$ cat src/rtl/fifo_wr_arbiter.sv
// Round-robin arbiter sharing one FIFO write port among NUM_REQ valid/ready producers, with burst locking.
// Accepted beat is written one cycle later; accepts stall whenever full/almost_full leaves no room.
module fifo_wr_arbiter #(
  parameter int NUM_REQ   = 4,
  parameter int WIDTH     = 8,
  parameter int MAX_BURST = 4
) (
  input  logic                       clk,
  input  logic                       rst_n,
  input  logic [NUM_REQ-1:0]         req_valid,
  input  logic [NUM_REQ*WIDTH-1:0]   req_data,
  input  logic [NUM_REQ-1:0]         req_last,
  output logic [NUM_REQ-1:0]         req_ready,
  input  logic                       fifo_full,
  input  logic                       fifo_almost_full,
  output logic                       fifo_wr_en,
  output logic [WIDTH-1:0]           fifo_wr_data,
  output logic [$clog2(NUM_REQ)-1:0] grant_id,
  output logic                       busy
);
  localparam int IDW = $clog2(NUM_REQ);
  localparam int CW  = $clog2(MAX_BURST + 1);

  localparam logic [0:0] IDLE = 1'b0;
  localparam logic [0:0] LOCK = 1'b1;

  logic [0:0]     state;
  logic [IDW-1:0] last_grant;
  logic [IDW-1:0] winner;
  logic [IDW-1:0] cand;
  logic [IDW-1:0] sel;
  logic [CW-1:0]  beat_cnt;
  logic           space;
  logic           found;
  logic           accept;
  int             idx;

  // A write already in flight will consume the last slot when almost_full is up.
  assign space = !fifo_full && !(fifo_almost_full && fifo_wr_en);

  always_comb begin
    winner = last_grant;
    found  = 1'b0;
    idx    = 0;
    cand   = '0;
    for (int k = 1; k <= NUM_REQ; k++) begin
      idx = int'(last_grant) + k;
      if (idx >= NUM_REQ) idx = idx - NUM_REQ;
      cand = IDW'(idx);
      if (!found && req_valid[cand]) begin
        winner = cand;
        found  = 1'b1;
      end
    end
  end

  assign sel = (state == LOCK) ? grant_id : winner;

  // rst_n is active-high: ready is held off while reset is asserted.
  always_comb begin
    req_ready = '0;
    if (!rst_n && space) begin
      if (state == LOCK)
        req_ready[grant_id] = req_valid[grant_id];
      else if (found)
        req_ready[winner] = 1'b1;
    end
  end

  assign accept = |req_ready;
  assign busy   = (state == LOCK);

  always_ff @(posedge clk or posedge rst_n) begin
    if (rst_n) begin
      state        <= IDLE;
      fifo_wr_en   <= 1'b0;
      fifo_wr_data <= '0;
      grant_id     <= '0;
      last_grant   <= IDW'(NUM_REQ - 1);
      beat_cnt     <= '0;
    end else begin
      fifo_wr_en <= accept;
      if (accept)
        fifo_wr_data <= req_data[int'(sel)*WIDTH +: WIDTH];

      case (state)
        IDLE: begin
          if (accept) begin
            grant_id   <= winner;
            last_grant <= winner;
            beat_cnt   <= CW'(1);
            state      <= (req_last[winner] || MAX_BURST == 1) ? IDLE : LOCK;
          end
        end
        default: begin
          if (!req_valid[grant_id]) begin
            state <= IDLE;
          end else if (accept) begin
            if (beat_cnt != CW'(MAX_BURST))
              beat_cnt <= beat_cnt + CW'(1);
            if (req_last[grant_id] || (int'(beat_cnt) + 1 >= MAX_BURST))
              state <= IDLE;
          end
        end
      endcase
    end
  end

endmodule

$ cat config.mk
export PLATFORM = sky130hd
export DESIGN_NAME = fifo_wr_arbiter
export DESIGN_NICKNAME = d
export VERILOG_FILES = /design/src/rtl/fifo_wr_arbiter.sv
export SDC_FILE = /design/constraint.sdc
export NUM_CORES = 1
export LEC_CHECK = 0
export CORE_MARGIN = 2
export CORE_UTILIZATION = 45
export DETAILED_ROUTE_END_ITERATION = 10
export PLACE_DENSITY = 0.8
export SLEW_MARGIN = 25
export SYNTH_ARGS = -nofsm -noshare
export SYNTH_HDL_FRONTEND = slang
export SYNTH_SLANG_ARGS = --single-unit
$ cat constraint.sdc
create_clock -name clk -period 3 [get_ports clk]
set_input_delay 0.45 -clock clk [delete_from_list [all_inputs] [get_ports clk]]
set_output_delay 0.45 -clock clk [all_outputs]
set_load 0.01 [all_outputs]
==> metrics.csv <==
metric,value,unit
slowest_delay,600,ps
insertion_delay,250,ps
p_sw,0.000795,W
syn_avg_cell_area,9.17,sq um
gp_congestion,0.845,
crit_fanout,7,
synthCells,184,
cp.required,2550,ps
synth-main-ff-cell,dfrtp_1,
grt_overflow,0,
routed_wl,4760,um
clockRootBuffer,clkbuf_8,
synth_top_area_cell,dfrtp_1,
io_pins,60,
syn-cell-area,1690,sq um
layout_setup_ws,114,ps
tightest_slew,715,ps
h-tree-depth,1,
ctsResizeCount,0,
irDropWorstVdd,0.000483,V
cts_hold_buf,0,
fmax,346,MHz
routed_via_density,5.77,
synthXorXnorAreaFrac,0,
route.detailed.drc,0,
post-route-min-period,2890,ps
die_h,65.2,um
slew_viol_final,0,
nNetsFinal,294,
syn2layout_area_growth,44.3,%
synth_top_family_by_area,compound AO/OA/AOI/OAI gates,
die_x,65.2,um
grt_pass1_wl,7710,um
syn-num-nets,230,
muxShareOfSynthArea,0.242,
crit_chain,"clkdlybuf4s50_1, nor2_1, nor3b_2, o21a_1, a22oi_1, nor2_1, clkdlybuf4s50_1",
antenna_found_initial,0,
p_int,0.00112,W
post-dp-hpwl,3600,um
grt.total_usage,0.229,
critical_path_class,primary input to primary output,
p_leak,0.985,nW
clock-sinks,17,
start_util,0.465,
core-area,3630,sq um
finalHoldViolCount,0,
synthSimpleGateAreaFrac,0.139,
comb_power_share,0.676,
async_reset_ff_frac,1.00,
status,completed,
yosysUniqueCellTypes,53,
cp.arrival,2440,ps
path_buf_inv,2,
r2r.worst_path.cells,7,
maxCapViolCount,0,
min_path_type,register to register,
end_kind,primary output,
cts_post_setup_buffers_inserted,0,
place_ws,65.6,ps
start_kind,primary input,
synth-edff-count,0,
ys_seq_area_frac,0.254,
cts_tree,yes,
pwr-share-clk,0.088,
synth_top_area_share,0.222,
post-route-period-util,0.962,
synthAdderAreaFrac,0.0148,
synth-compound-area-share,0.305,
antenna_left,0,
cts_buffers,3,
slowest_stage,clkdlybuf4s50_1,
critical_path_depth,7,
setup_viol,0,
p_per_area,785,nW/um^2
clockBufferDepth,2,
diodes,0,
drive_gt1_frac,0.134,
ys_warn_count,0,
drt_iter0_drc,174,
switching_share,0.416,
path_delay_family,buffers and inverters,
drt_first_pass_iters,4,
relSlewSlack,0.522,
clk_pin_slew,60,ps
num_vias,1702,
fp-row-count,22,
ys_ff_latch,17,
worstHoldPathCells,1,
p_seq_frac,0.236,
skew,6.95,ps
wl_per_cell,16.1,um
power,0.00191,W
die_area,4260,sq um
grt_pass1_vias,1566,
port_buffers,59,
synthTopCellsByArea,"dfrtp_1 22%, mux2i_1 16%, nand2_1 4.4%",
grt_max_degree,35,
==> power groups by stage <==
stage	clock network, W	logic [W]	registers [W]
CTS	0.000171	0.00129	0.000448
global route	0.000186	0.00140	0.000466
floorplan	0	0.000825	0.000451
global placement	0	0.00126	0.000450
detailed placement	0	0.00128	0.000453
finish	0.000168	0.00129	0.000451
==> per-layer routing <==
layer  wire length (um)  GRT usage  up-vias
met1               2330      0.342      810
met4                 68     0.0677        0
met2               2140      0.364       44
met3                215    0.00342        6
met5                  0          0        -
li1                   -          -      842
==> sequential cells by signal (all words and copies together), names as in the netlist <==
signal / flops
fifo_wr_data: 8
fifo_wr_en: 1
busy: 1
grant_id: 2
last_grant: 2
beat_cnt: 3
==> final timing paths <==
path	from	end	slack, ps
min in group asynchronous	rst_n	beat_cnt[0]	650
worst max register to register	last_grant[0]	fifo_wr_data[7]	770
worst max-delay path	req_valid[0]	req_ready[1]	110
max in group asynchronous	rst_n	fifo_wr_data[3]	1940
worst min register to register	fifo_wr_data[7]	fifo_wr_data[7]	490
worst min-delay path	fifo_wr_data[7]	fifo_wr_data[7]	490
==> cell usage after synthesis (4+ instances only) <==
master	n
a21oi_1	6
a311o_2	4
nand2_1	20
mux2_4	4
o2bb2ai_1	8
mux2i_1	27
mux2_1	5
clkbuf_1	5
a311o_1	4
inv_1	7
dfrtp_1	15
nor2_1	19
o221ai_1	8
==> worst register-to-register path, cell delays in order, from the launching register on <==
cell and delay [ps]:
dfstp_2 590, inv_1 90, o31a_1 310, a32oi_2 270, buf_12 210, mux2i_1 200, o2bb2ai_1 120, mux2_1 310
==> per-stage QoR <==
step / cell area (sq um) / instances / util / hold WS, ps / setup TNS [ps]
after global placement: 2380 / 291 / 0.654 / 469 / 0
after global routing: 2440 / 295 / 0.670 / 510 / -63.1
after floorplan: 1690 / 184 / - / 375 / 0
final: 2440 / 295 / 0.670 / 489 / 0
after detailed placement: 2380 / 291 / 0.654 / 480 / 0
after CTS: 2420 / 295 / 0.666 / 496 / 0
==> kinds of logic (layout without fill, tap and decap cells) <==
kind of cell	Yosys count	count (layout)
flops	17	17
mux	37	37
buf+inv	17	80
fa+ha+maj	2	2
simple gates	52	52
compound gates	59	59
==> cells in the final DEF (no fill, tap or decap), types with 3 or more instances in the layout <==
cell and n:
a311o_1 4, clkdlybuf4s50_1 59, buf_4 8, dfrtp_1 15, nor2b_1 3, a21oi_1 6
mux2_4 4, inv_1 7, clkbuf_8 3, mux2_1 5, a21o_1 3, a311o_2 4
nand2_1 20, mux2i_1 27, nor2_1 19, o2bb2ai_1 8, o221ai_1 8
==> final cells by class <==
class | instances | area, sq um
fill | 312 | 1200
multi-input combinational | 150 | 1200
timing repair buffer | 68 | 671
inverter | 8 | 32.5
clock buffer | 4 | 45.0
sequential | 17 | 428
tap | 48 | 60.1
Power figures use the tool's default switching activity.
